## src/rtl/regsel_pkg.sv

```systemverilog
`default_nettype none
// ============================================================================
// Module  : regsel_pkg
// Purpose : Shared constants and helpers for the register-select scoreboard.
// Revision: 1.0 - initial parametrised release
// ============================================================================
package regsel_pkg;

  localparam int OPC_W     = 5;
  // Ra sits immediately below the opcode; Rb and Rc follow, each IDX_W bits lower.
  localparam int RA_OFS    = OPC_W;
  localparam int MAX_REGS  = 32;

  function automatic logic [MAX_REGS-1:0] onehot(input logic [4:0] idx);
    logic [MAX_REGS-1:0] v;
    v      = '0;
    v[idx] = 1'b1;
    return v;
  endfunction

endpackage
`default_nettype wire

```

## src/rtl/regsel_onehot_dec.sv

```systemverilog
`default_nettype none
// ============================================================================
// Module  : regsel_onehot_dec
// Purpose : IDX_W-bit index to 2**IDX_W one-hot decoder.
// Revision: 1.0 - initial parametrised release
// ============================================================================
module regsel_onehot_dec #(
  parameter int IDX_W = 4
) (
  input  logic [IDX_W-1:0]        idx,
  output logic [(1<<IDX_W)-1:0]   dec
);

  for (genvar i = 0; i < (1 << IDX_W); i++) begin : g_bit
    assign dec[i] = (idx == IDX_W'(i));
  end

endmodule
`default_nettype wire

```

## src/rtl/regsel_scoreboard.sv

```systemverilog
`default_nettype none
// ============================================================================
// Module  : regsel_scoreboard
// Purpose : Instruction latch, Ra/Rb/Rc strobe decode, immediate sign-extend
//           and per-register busy scoreboard with hazard stall.
// Revision: 1.0 - initial parametrised release
// ============================================================================
module regsel_scoreboard
  import regsel_pkg::*;
#(
  parameter int NUM_REGS = 16,
  parameter int IR_W     = 32,
  parameter int DATA_W   = 32,
  parameter int IMM_W    = 19,
  parameter int LINK_REG = NUM_REGS - 1,
  parameter bit R0_ZERO  = 1'b1
) (
  input  logic                        clk,
  input  logic                        rst_n,
  input  logic                        ir_load,
  input  logic [IR_W-1:0]             ir_in,
  input  logic                        gra,
  input  logic                        grb,
  input  logic                        grc,
  input  logic                        r_in,
  input  logic                        r_out,
  input  logic                        ba_out,
  input  logic                        link_in,
  input  logic                        reserve,
  input  logic                        commit,
  input  logic [$clog2(NUM_REGS)-1:0] commit_idx,
  output logic [OPC_W-1:0]            opcode,
  output logic [DATA_W-1:0]           imm_sext,
  output logic [NUM_REGS-1:0]         rin_cs,
  output logic [NUM_REGS-1:0]         rout_cs,
  output logic                        ba_zero,
  output logic                        hazard,
  output logic                        sel_err,
  output logic [NUM_REGS-1:0]         busy_vec
);

  localparam int IDX_W = $clog2(NUM_REGS);
  localparam int RA_HI = IR_W - 1 - RA_OFS;
  localparam int RB_HI = RA_HI - IDX_W;
  localparam int RC_HI = RB_HI - IDX_W;

  localparam logic [MAX_REGS-1:0] c_link_oh_full = onehot(5'(LINK_REG));
  localparam logic [NUM_REGS-1:0] c_link_oh      = c_link_oh_full[NUM_REGS-1:0];

  logic [IR_W-1:0]     r_ir;
  logic [NUM_REGS-1:0] r_busy;

  logic [IDX_W-1:0]    w_ra;
  logic [IDX_W-1:0]    w_rb;
  logic [IDX_W-1:0]    w_rc;
  logic [IDX_W-1:0]    w_sel;
  logic [NUM_REGS-1:0] w_dec;
  logic                w_read_req;
  logic                w_r0_base;
  logic                w_hazard;

  assign w_ra = r_ir[RA_HI -: IDX_W];
  assign w_rb = r_ir[RB_HI -: IDX_W];
  assign w_rc = r_ir[RC_HI -: IDX_W];

  assign opcode   = r_ir[IR_W-1 -: OPC_W];
  assign imm_sext = DATA_W'($signed(r_ir[IMM_W-1:0]));
  assign busy_vec = r_busy;

  always_comb begin
    w_sel = '0;
    if (gra)      w_sel = w_ra;
    else if (grb) w_sel = w_rb;
    else if (grc) w_sel = w_rc;
  end

  assign sel_err = (gra & grb) | (gra & grc) | (grb & grc);

  regsel_onehot_dec #(
    .IDX_W (IDX_W)
  ) u_dec (
    .idx (w_sel),
    .dec (w_dec)
  );

  // A base-address read of R0 is served by the bus driving zero, so it never
  // touches the register file and cannot conflict with a pending write.
  assign w_read_req = r_out | ba_out;
  assign w_r0_base  = R0_ZERO && ba_out && (w_sel == '0);

  assign w_hazard = (w_read_req && !w_r0_base && r_busy[w_sel])
                  | (r_in && r_busy[w_sel])
                  | (reserve && r_busy[w_ra]);

  always_comb begin
    rout_cs = '0;
    rin_cs  = link_in ? c_link_oh : '0;
    if (!w_hazard) begin
      if (w_read_req && !w_r0_base) rout_cs = w_dec;
      if (r_in)                     rin_cs  = rin_cs | w_dec;
    end
  end

  assign ba_zero = w_r0_base && !w_hazard;
  assign hazard  = w_hazard;

  always_ff @(posedge clk or negedge rst_n) begin
    if (!rst_n) begin
      r_ir <= '0;
    end else if (ir_load) begin
      r_ir <= ir_in;
    end
  end

  // Set is applied after clear so a same-cycle reserve beats a commit.
  always_ff @(posedge clk or negedge rst_n) begin
    if (!rst_n) begin
      r_busy <= '0;
    end else begin
      logic [NUM_REGS-1:0] v_next;
      v_next = r_busy;
      if (commit)                v_next[commit_idx] = 1'b0;
      if (reserve && !w_hazard)  v_next[w_ra]       = 1'b1;
      r_busy <= v_next;
    end
  end

endmodule
`default_nettype wire
```

## config.mk

```make
export PLATFORM = sky130hd
export DESIGN_NAME = regsel_scoreboard
export DESIGN_NICKNAME = d
export VERILOG_FILES = /design/src/rtl/regsel_pkg.sv /design/src/rtl/regsel_onehot_dec.sv /design/src/rtl/regsel_scoreboard.sv
export SDC_FILE = /design/constraint.sdc
export NUM_CORES = 1
export LEC_CHECK = 0
export CORE_ASPECT_RATIO = 1.4
export CORE_MARGIN = 2
export CORE_UTILIZATION = 32
export DETAILED_ROUTE_END_ITERATION = 10
export HOLD_SLACK_MARGIN = 0.15
export PLACE_DENSITY_LB_ADDON = 0.3
export SETUP_SLACK_MARGIN = 0.02
export SYNTH_ARGS = -nofsm -noshare
export SYNTH_HDL_FRONTEND = slang
export SYNTH_SLANG_ARGS = --single-unit
export TNS_END_PERCENT = 50
```

## constraint.sdc

```tcl
create_clock -name clk -period 4.6 [get_ports clk]
set_input_delay 0.46 -clock clk [delete_from_list [all_inputs] [get_ports clk]]
set_output_delay 0.46 -clock clk [all_outputs]
set_load 0.01 [all_outputs]
```

After elaboration in Yosys (flattened, before gate mapping)

Index checks and enable logic that the tools add are counted.

Output and inout bits: 88
Input bits: 48
Register bits: 48
Word-level logic and storage cells: 64

Equality and inequality tests: 15
Reductions and logical operators: 12
Mux-type cells: 18
Bitwise gates (word level): 12
$lt $le $gt $ge: 5

Operators by type and width:

| operator                                                          | number |
|---|---|
| two-way mux 16 bit                                                | 7 |
| equality test 4 bit, second input constant                        | 8 |
| OR 16 bit                                                         | 2 |
| AND 16 bit                                                        | 1 |
| equality test 4 x 3 -> 1 bit, second input constant               | 4 |
| inverter 16 bit                                                   | 1 |
| < comparator 4 x 5 -> 1 bit, second input constant                | 3 |
| two-way mux 4 bit                                                 | 3 |
| logical AND 1 bit                                                 | 9 |
| binary-select mux 1 bit (select 4 bit)                            | 2 |
| demux 1 bit (select 4 bit)                                        | 2 |
| equality test 4 x 2 -> 1 bit, second input constant               | 2 |
| greater-or-equal comparator 4 x 1 -> 1 bit, second input constant | 2 |
| OR 1 bit                                                          | 5 |
| equality test 4 x 1 -> 1 bit, second input constant               | 1 |
| logical NOT 4 bit                                                 | 1 |
| two-way mux 1 bit                                                 | 4 |
| AND 1 bit                                                         | 3 |
| logical NOT 1 bit                                                 | 2 |

Longest topological paths before layout

Gate-level depths: netlist of the first run.

Word-level depth: 13
Depth in mapped cells: 10
Mapped depth without buffers: 7

Cells and area by module

From an unflattened synthesis of the first run, not the netlist that was laid out.

Cell total of the unflattened synthesis: 373
Area total of the unflattened synthesis: 3584.7 um2

Modules (own cells, without submodules):

| module            | times used | area each (um2) | cells each | sequential area each (um2) |
|---|---|---|---|---|
| regsel_scoreboard | 1          | 3358.2          | 353        | 1201.2 |
| regsel_onehot_dec | 1          | 226.5           | 20         | 0.0 |

Worst setup path after synthesis of the first run

Ideal clock, no wire load.

Path kind: input-to-output
Start point: in grb
End point: out rout_cs[12]
Cell stages on the path: 10
Arrival: 2295 ps
Buffers on the path: 3
Path slack: 1845 ps
Data required time: 4140 ps
Cell sequence: buf_4 -> nand3b_1 -> a22o_1 -> buf_4 -> mux2i_1 -> mux2i_1 -> o22ai_2 -> o31ai_4 -> buf_6 -> nor4_1

Word-level cells in the longest chain between the ends: 10
Elaborated cells on any way between the ends: 15
Classes of those cells: eq/ne: 1; mux: 6; bitwise: 2; reduce/logical: 6

Ends and longest elaborated chain:

| what                                                                                           | RTL line                | source |
|---|---|---|
| start: declaration                                                                             | regsel_scoreboard.sv:23 | `input logic grb,` |
| two-way mux 4 bit (*)                                                                          | regsel_scoreboard.sv:73 | `else if (grb) w_sel = w_rb;` |
| two-way mux 4 bit (*)                                                                          | regsel_scoreboard.sv:72 | `if (gra) w_sel = w_ra;` |
| parallel branches: the longest is 7 deep, another holds binary-select mux 1 bit (select 4 bit) | --                      |  |
| two-way mux 16 bit (*)                                                                         | regsel_scoreboard.sv:98 | `if (!w_hazard) begin` |
| end: declaration                                                                               | regsel_scoreboard.sv:35 | `output logic [NUM_REGS-1:0] rout_cs,` |

Every way passes the cells marked *. The select of a mux whose other input is x is not followed.

Final worst setup path of the first run

Start point: in grb
End point: out rin_cs[8]

Word-level cells in the longest chain between the ends: 10
Elaborated cells on any way between the ends: 16
Classes of those cells: eq/ne: 1; mux: 6; bitwise: 3; reduce/logical: 6

Ends and longest elaborated chain:

| what                                                                                           | RTL line                | source |
|---|---|---|
| two-way mux 4 bit (*)                                                                          | regsel_scoreboard.sv:73 |  |
| two-way mux 4 bit (*)                                                                          | regsel_scoreboard.sv:72 |  |
| parallel branches: the longest is 7 deep, another holds binary-select mux 1 bit (select 4 bit) | --                      |  |
| two-way mux 16 bit (*)                                                                         | regsel_scoreboard.sv:98 |  |
| end: declaration                                                                               | regsel_scoreboard.sv:34 | `output logic [NUM_REGS-1:0] rin_cs,` |

Marked as above.

==> metrics list, run 1 <==
- Status: finished clean
- The Yosys step of the flow raised 0 warnings.
- Critical path fanouts, max: 15
- TritonRoute pass-1 iters: 4
* Chip width: 88.4 µm
- The share of the Yosys chip area taken by registers is 0.377.
* Post-CTS Hold Buffers: 0
- Ratio of total power to cell area: 378 mW/mm²
- RePlAce Congestion: 0.871
- Initial antenna violation count: 0
* Cell count after synthesis: 304
* Clock transition at the registers of the reported paths: 0.06 ns
- Across the whole layout, storage elements account for 0.00120 mm².
- Pin count of the biggest net entering global routing: ~50
- Worst-case vdd ir drop: 0.227 mV
- Fraction of final layout cells with drive strength greater than 1: 0.202
- The number of setup buffers added after CTS is 0.
- Once the clock tree was built, the resizer swapped 0 gates to a different size.
* Kind of critical path: in -> out
* Antenna diode instance count: 0
- For this run, the total global-route usage over all layers was measured as 0.169.
- The first global-routing pass estimated 14300 µm of wire.
- Dividing the detail-routed via count by the number of cells gives 5.21.
- Buffers placed on the I/O ports in this run total between 100 and 150.
- H-tree lvl count: 2
- Top Ports: 136
* Detail Route Antenna Nets: 0
- For this configuration, the core starts out at a cell density of 0.326.
* CTS Root Buffer Type: clkbuf_16
- Row count: 43
- Required time of the critical path: 4.14 ns
- After floorplanning, the core was sized to cover approximately 0.01 mm².
* Area of the mapped netlist: 0.00319 mm²
* DRC Markers: 0
* Final setup viols: 0
- Die ar.: 0.0108 mm²
- After filler insertion, the fill cell instance count of the layout stands at roughly 1000.
- The longest clock path from root to sink contains 2 buffers.
- Proportion of register bits with asynchronous set or reset after synthesis: 1.00
* Growth of design area from synthesis to finish: 43.2%
- Main synth FF type: dfrtp_1
- The global routing stage identified its most utilized layer as met2.
- The worst setup path is captured at an output pin.
- The clock drives 48 sinks.
- Die Y-Extent: 122 µm
* Clock insertion delay at the later pin of the skew report: 0.29 ns
- For this run, global-route usage on met3 was measured as 0.0420.
- For the final database, setup skew stands at 0.00658 ns.
- STA classifies the critical path startpoint as an input port.
- Overflow left after global routing: 0
- Area occupied by multi-input gates: 0.00157 mm²
* Biggest area consumer among synthesized cells: dfrtp_1
- The final-report hold violation count is 0.
- Post-layout min period: 4.34 ns
- Leading cell types by total area after synthesis: dfrtp_1 38%, mux2_2 12%, buf_4 9.9%, o31ai_1 3.8%, nor4_2 3.1%
- The netlist uses 45 different library cells.
- Clock buffer count from CTS: 5
- In this run, synthesis inferred 0 flip-flops with an integrated enable.
- Met2 capacity usage during global routing: 0.287
* Setup TNS after final layout: 0 ns
- Leaving out fill and tap cells, the most frequent cell in the layout is clkdlybuf4s50_1.
- Commonest cells after routing, fill and taps aside: 134 x clkdlybuf4s50_1, 48 x dfrtp_1, 33 x mux2_2
- Post-route core utilization: 0.466
* Average size of a mapped cell: 10.5 µm²
- Unrepaired setup endpoints after global routing: true
- After the last flow step, the layout net total stands at between 400 and 500.
- Routed length per placed instance: ~17 µm
- Detailed routing inserted a total of 2816 vias.
* Met1 track demand over resource in global routing: 0.193
- The count of pins over their slew limit was 0.
- Slew at the pin with the worst max-slew slack: 1.27 ns
- DPL Wire Length: 6730 µm
- TritonCTS clock tree: done
* Leakage: roughly 1.7 nW
- In this run, synthesis produced a sequential element count of 48.
- Static timing analysis puts the maximum clock frequency at around 0.23 GHz.
- Number of nets produced by synthesis: about 350
* Crit path arrival time: 3.88 ns
* Detailed-route wire length: 9020 µm
* Drt initial violations: 159
- The tightest min-delay check is of the in -> async type.
* Worst max-slew margin expressed relative to the limit: 0.148
* Via count of the first global-routing pass: 2873
* Final cycle utilization of the critical path: 0.943
- Fraction of post-synthesis cell area in the top cell type by area: 0.377
- # Max-Cap Violations: 0
[synth_stat cells, types with 2 or more instances]
master and n:
dfrtp_1 48, buf_4 42, mux2_2 33, nand2_1 19, nor3_1 19, o31ai_1 16
o21ai_0 15, nand3_1 9, nor4_2 8, nand3b_1 7, nor2_1 7, nor4_1 7
buf_6 6, a22oi_1 5, mux2i_1 5, o41ai_1 5, clkbuf_1 4, inv_1 4
nand2b_1 4, nand4_1 4, a21oi_2 3, a22o_1 3, and3_1 3, a21oi_1 2
a31oi_1 2, and3b_1 2, buf_1 2, mux4_2 2, o31ai_4 2
[logic make-up after synthesis]
group,share of synthesized area
AND/OR/NAND/NOR,0.178
AO/OA/AOI/OAI,0.162
buffers and inverters,0.133
flip-flops,0.377
multiplexers,0.146
adder cells (fa/ha/maj),0.00314
[final cells by class]
cell class,count,share of cell area
clock buffers,6,0.0282
flip-flops and latches,48,0.263
repair buffers,148,0.316
clock inverters,2,0.00767
multi-input cells,198,0.345
well taps,135,0.0370
inverters,4,0.00329
[through the flow]
step           instance area (µm²)  power, W  worst slack (ns)  hold slack [ns]  instances
2_1_floorplan                 3190   0.00101              1.85            0.164        304
3_3_place_gp                  4390   0.00130             0.271            0.489        532
3_5_place_dp                  4390   0.00131             0.150            0.495        532
4_1_cts                       4550   0.00173             0.152            0.300        540
5_1_grt                       4570   0.00182          0.000974            0.329        541
6_report                      4570   0.00173             0.260            0.264        541
[routing by layer]
metal,wire length [µm],vias to the layer above
met4,363,0
met2,4570,126
met3,642,25
li1,-,1296
met5,0,-
met1,3440,1369
[worst max-delay path: stages]
cell and delay (ns):
clkdlybuf4s50_1 0.60, nand3b_1 0.36, a21boi_4 0.23, buf_4 0.18, mux2i_1 0.09, nand2_1 0.11
a21oi_2 0.12, o31ai_2 1.07, nor3_1 0.12, clkdlybuf4s50_1 0.53
[report_power, final]
group          leakage, nW  switching, W  internal (W)
combinational         1.04      0.000334      0.000368
sequential           0.581      0.000106      0.000504
clock               0.0808      0.000158      0.000256
[path summary, 6_finish.rpt]
check,from,endpoint,slack [ns],depth (start not counted)
max in group asynchronous,rst_n,r_ir[2],3.90,2
min,rst_n,busy_vec[10],0.26,2
min reg2reg,r_ir[0],r_ir[0],0.51,1
min in group clk,r_ir[0],r_ir[0],0.51,1
max reg2reg,r_ir[26],busy_vec[5],1.82,7
max,grb,rin_cs[8],0.26,10
[registers in the layout (all words and copies together), names as in the netlist]
signal    flops
r_ir         32
busy_vec     16
No activity file was read; power rests on OpenSTA's default activity.
==> inputs of run 2 (changes only) <==
--- a/config.mk
+++ b/config.mk
@@ -9,6 +9,7 @@
 export CORE_MARGIN = 2
 export CORE_UTILIZATION = 32
 export DETAILED_ROUTE_END_ITERATION = 10
+export GPL_TIMING_DRIVEN = 0
 export HOLD_SLACK_MARGIN = 0.15
 export PLACE_DENSITY_LB_ADDON = 0.3
 export SETUP_SLACK_MARGIN = 0.02
==> metrics list, run 2 (synthesis results as in run 1) <==
* Worst r2r dst: busy_vec[2]
- Leakage: 1.89 nW
- The root buffer cell chosen for the clock tree is clkbuf_16.
* # Max-Cap Violations: 0
* Post-route core utilization: 0.499
* Ratio of total power to cell area: 364 mW/mm²
- The HPWL after detailed placement is 7170 µm.
- Drt initial violations: 159
- For the final routed database, the setup TNS stands at 0 ns.
- For this run, global-route usage on met2 was measured as 0.311.
- Start of the worst register-to-register path: r_ir[18]
- The congestion estimate from routability-driven global placement came to ~0.90.
- The initial utilization of the core area, before any placement, comes to 0.326.
- Initial antenna violation count: 0
- Setup skew after layout: between 0.007 and 0.008 ns
* Max FFs per register: 32
- In this run the worst path has a maximum fanout of 10.
* Worst max-slew margin expressed relative to the limit: 0.625
* Count of cells resized by post-cts repair: 0
- Broken down by cell family, the worst path's largest delay share belongs to buffers and inverters.
- Global routing met3 resource utilization: 0.0434
- Type of the tightest min-delay check: reg -> reg
* Slew at the pin with the worst max-slew slack: roughly 0.56 ns
- Sequential cell area: 0.00120 mm²
- The filler cells instantiated in the layout total 974.
- Max Clk Rate: 0.246 GHz
* Clock insertion delay at the later pin of the skew report: around 0.29 ns
- For this run, global-route usage on met1 was measured as 0.188.
* Register with the highest flop count: r_ir
- Series of cell instances along the critical path: clkdlybuf4s50_1, buf_6, a21oi_2, a22o_1, buf_4, nand2_1, a21oi_2, o31ai_4, buf_6, nor4_1, clkdlybuf4s50_1
- The slowest stage of the critical path belongs to the cell clkdlybuf4s50_1.
- Number of slew-limit violations in the final report: 0
- The number of buffers and inverters on the critical path is 5.
- Crit path arrival time: 3.60 ns
- H-tree lvl count: 2
- Of the available clock period, the critical path in the final layout requires 0.883.
- Area occupied by multi-input gates: about 0.0016 mm²
- The worst setup path is launched from an input port.
* Final #Nets: 495
- Global-route usage over all layers: 0.173
- After the flow finishes, the layout carries non-filler instances totaling roughly 600.
* Final-report hold violation count: 0
- Hold Crit Start: r_ir[1]
- Top Ports: around 140
* Status: finished clean
- Total via count after detailed routing: 2897
- Global-route wire length before repair: 14600 µm
* Critical path depth: 11
- TritonRoute pass-1 iters: 5
- Chip width: 88.4 µm
- Of the cells placed in the final design, the portion with a size suffix greater than 1 is 0.263.
- Final setup viols: 0
- Via count of the first global-routing pass: 3005
* Post-CTS Hold Buffers: 1
- Maximum cell stage delay along the critical path: 0.60 ns
* Critical path endpoint category: output pin
* Clock transition at the registers of the reported paths: 0.06 ns
* Max Root-Sink Buffers: 2
- Tracing the worst setup path back leads to its startpoint at gra.
* Worst setup slack for register-to-register paths: 2.05 ns
* Clock buffer count from CTS: 5
- The die covers between 0.01 and 0.015 mm².
- From synthesis to final layout, the design area changed by 53.3%.
- The tree built by TritonCTS fans out to 48 sinks.
- The number of cells on the worst reg-to-reg path is 8.
- Antenna diode instance count: 0
* Detailed-route wire length: 9040 µm
* CORE AREA: approximately 0.01 mm²
* Detail Route Antenna Nets: 0
* Routed length per placed instance: 15.5 µm
- Termination of the worst setup path: rout_cs[14]
* Buffers added on ports: about 130
* Commonest cells after routing, fill and taps aside: 133 x clkdlybuf4s50_1, 48 x dfrtp_1, 42 x buf_4
* Post-CTS setup repair buffer count: 0
* Layer with the highest usage after global routing: met2
- DRC Markers: 0
- TritonCTS clock tree: done
- Unrepaired setup endpoints after global routing: false
- The die is 122 µm tall.
- Worst-case vdd ir drop: between 0.2 and 0.25 mV
* Kind of critical path: in -> out
- Post-layout min period: 4.06 ns
* Number of instances in the placed design: 574
- Data on the critical path is required at its endpoint by 4.14 ns.
- Entering global routing, the biggest net connects 38 pins.
* Overflow left after global routing: 0
- Ratio of routed vias to standard cells: 4.97
- The library cell used most frequently in the layout, excluding fill and tap cells, is clkdlybuf4s50_1.
- The initialized floorplan defines 43 standard-cell rows.
[run 2: changes by cell type in the layout (fill, tap and decap cells not counted)]
cell and change:
clkbuf_1 +4, buf_2 +1, o31ai_2 -1, dlygate4sd3_1 +1
buf_4 +29, buf_12 +1, buf_1 +2, buf_6 +6
clkdlybuf4s50_1 -1
[run 2: layer usage]
| metal | share of wire | wire (µm) | vias to the layer above |
|---|---|---|---|
| met3 | 0.075 | 676 | 13 |
| met5 | 0 | 0 | - |
| met4 | 0.026 | 232 | 0 |
| met2 | 0.54 | 4920 | 121 |
| li1 | - | - | 1380 |
| met1 | 0.36 | 3210 | 1383 |
[run 2: final cells by class]
cell class                 count  area share
multi-input combinational    197       0.320
tap                          135      0.0346
clock inverter                 2     0.00717
clock buffer                   6      0.0264
timing repair buffer         136       0.280
sequential                    48       0.246
inverter                       4     0.00307
buffer                        55      0.0840
[run 2: how the worst min path moves through the flow]
stage / end / slack [ns] / depth (start not counted)
floorplan: busy_vec[0] / 0.16 / 0
global placement: r_ir[27] / 0.49 / 1
detailed placement: busy_vec[8] / 0.37 / 1
CTS: r_ir[21] / 0.52 / 1
global route: r_ir[2] / 0.53 / 1
finish: r_ir[1] / 0.51 / 1
[run 2: through the flow]
step	setup slack [ns]	total power, W	hold slack [ns]	instance area, µm²
after floorplan	1.85	0.00101	0.164	3190
after global placement	0.546	0.00136	0.491	4700
after detailed placement	0.566	0.00138	0.366	4710
after CTS	0.571	0.00180	0.516	4890
after global routing	0.313	0.00188	0.528	4890
final	0.540	0.00178	0.512	4890
[run 2: power breakdown]
group | switching, W | internal (W) | total, W
combinational | 0.000343 | 0.000423 | 0.000766
clock | 0.000156 | 0.000256 | 0.000412
sequential | 0.0000982 | 0.000505 | 0.000603
total | 0.000598 | 0.00118 | 0.00178
==> inputs of run 3 (changes only) <==
--- a/config.mk
+++ b/config.mk
@@ -5,6 +5,8 @@
 export SDC_FILE = /design/constraint.sdc
 export NUM_CORES = 1
 export LEC_CHECK = 0
+export CELL_PAD_IN_SITES_DETAIL_PLACEMENT = 0
+export CELL_PAD_IN_SITES_GLOBAL_PLACEMENT = 1
 export CORE_ASPECT_RATIO = 1.4
 export CORE_MARGIN = 2
 export CORE_UTILIZATION = 32
==> metrics list, run 3 (synthesis results as in run 1) <==
- VDD sags by at most 0.223 mV.
* Worst max-slew margin expressed relative to the limit: 0.634
- Pin count of the biggest net entering global routing: 35
* Row count: between 40 and 50
- The worst register-to-register path has a depth of 8.
- TritonCTS built the clock tree.
- Type of the tightest min-delay check: reg -> reg
- # Max-Cap Violations: 0
* Commonest cells after routing, fill and taps aside: 133 x clkdlybuf4s50_1, 48 x dfrtp_1, 42 x buf_4
- Number of sinks on the clock net: 48
* Slew at the pin with the worst max-slew slack: between 0.5 and 0.6 ns
* Global-route usage over all layers: 0.178
- CTS placed an instance of clkbuf_16 at the clock tree root.
- Derived from the worst setup path, the maximum achievable clock frequency is about 0.25 GHz.
- Cell count of the worst hold path: 1
- At the end of routability-driven placement, the weighted congestion stood at ~0.82.
- Final-report hold violation count: 0
- Critical path fanouts, max: 10
- Most common cell after layout, fill and taps aside: clkdlybuf4s50_1
- The finished cells cover 0.00489 mm².
- Number of instances in the placed design: 574
- Detailed placement finished with a half-perimeter wire length of between 7000 and 8000 µm.
- Setup TNS after final layout: 0 ns
- The count of pins over their slew limit came to 0.
- The worst setup path is captured at an output pin.
- Hold Crit Start: r_ir[0]
- Max Root-Sink Buffers: 2
* Post-CTS setup repair buffer count: 0
* Worst r2r dst: busy_vec[8]
- Setup repair after global routing left no endpoint under its margin.
- Post-layout min period: a little over 4 ns
* Chip width: 88.4 µm
- Overflow left after global routing: 0
- DRC Markers: 0
- The number of clock buffers added by TritonCTS is 5.
- The count of cells in the finished layout, fillers not included, comes to 583.
* Fraction of final layout cells with drive strength greater than 1: 0.266
* Starting density of the core: 0.326
* Ratio of routed vias to standard cells: 4.93
* Status: finished clean
- Endpoint of the worst hold path: r_ir[0]
* Detail Route Antenna Nets: 0
* Detailed-route wire length: 9430 µm
- The first TritonRoute pass finished after 4 iterations.
- The H-tree was split into 2 levels.
* Global-route wire length before repair: 14900 µm
* Clock transition at the registers of the reported paths: about 0.07 ns
- Register with the highest flop count: r_ir
- Data on the critical path arrives at its endpoint at 3.59 ns.
- During placement, the flow inserted port buffers numbering 134.
- The floorplan step defined a die boundary enclosing 0.0108 mm².
- Drt initial violations: 158
- Dividing the final minimum period by the clock period gives 0.880.
* Total via count after detailed routing: 2872
- The region available for standard cell placement spans 0.00979 mm².
* Via count of the first global-routing pass: 2954
- Max FFs per register: 32
- The analysis attributes to cell leakage a power of 1.89 nW.
- The area growth from synthesis to layout is 53.4%.
- Setup violations remaining at the end of the flow were counted as 0.
* Kind of critical path: in -> out
- The placed instances occupy a cell area of 0.00471 mm².
- Final #Nets: a little under 500
- Data on the critical path is required at its endpoint by 4.14 ns.
* Top Ports: 136
* Start of the worst register-to-register path: r_ir[18]
- The most critical setup path has its startpoint at gra.
- Routed length per placed instance: approximately 16 µm
* Worst setup slack for register-to-register paths: 2.06 ns
- Crit start category: input port
- The die is 122 µm tall.
* Ratio of total power to cell area: 366 mW/mm²
- Setup skew after layout: 0.00287 ns
* Initial antenna violation count: 0
- For the worst-skew pair, the clock arrives at the later sink with an insertion delay of 0.29 ns.
- Antenna diode instance count: 0
-- run 3: what timing repair did --
item	4_1_cts	5_1_grt
resized for setup	0	0
hold buffers	1	0
endpoints found under the hold margin	14	0
endpoints found under the setup margin	0	0
-- run 3: layer usage --
metal	GRT usage	share of wire	vias to the layer above
met4	0.0597	0.017	0
met3	0.0400	0.051	11
met5	0	0	-
li1	-	-	1380
met1	0.197	0.38	1404
met2	0.329	0.55	77
-- run 3: cell type report --
class | instances | area, µm²
Buffer | 55 | 410
Clock buffer | 5 | 125
Clock inverter | 3 | 42.5
Fill cell | 946 | 4900
Inverter | 4 | 15.0
Multi-Input combinational cell | 197 | 1560
Sequential cell | 48 | 1200
Tap cell | 135 | 169
Timing Repair Buffer | 136 | 1370
-- run 3: critical path: stages --
cell             delay (ns)
clkdlybuf4s50_1        0.54
buf_6                  0.21
a21oi_2                0.14
a22o_1                 0.21
buf_4                  0.22
nand2_1                0.27
a21oi_2                0.33
o31ai_4                0.13
buf_6                  0.18
nor4_1                 0.29
clkdlybuf4s50_1        0.60
-- run 3: report_power, final --
part,internal [W],switching (W),total [W]
Clock,0.000255,0.000162,0.000417
Sequential,0.000505,0.0000966,0.000601
Combinational,0.000423,0.000347,0.000770
Total,0.00118,0.000606,0.00179
-- run 3: worst max path at each step --
stage / end / slack [ns] / cells past startpoint
finish: rout_cs[12] / 0.55 / 11
global route: rout_cs[4] / 0.32 / 11
CTS: rout_cs[4] / 0.54 / 11
detailed placement: rout_cs[4] / 0.54 / 11
global placement: rout_cs[12] / 0.59 / 11
floorplan: rout_cs[12] / 1.85 / 10
-- run 3: metrics by stage --
stage	hold WS [ns]	setup slack [ns]	util	total power [W]
2_1_floorplan	0.164	1.85	-	0.00101
3_5_place_dp	0.394	0.544	0.481	0.00138
6_report	0.512	0.550	0.499	0.00179
3_3_place_gp	0.491	0.589	0.480	0.00136
4_1_cts	0.513	0.540	0.499	0.00180
5_1_grt	0.519	0.317	0.499	0.00189
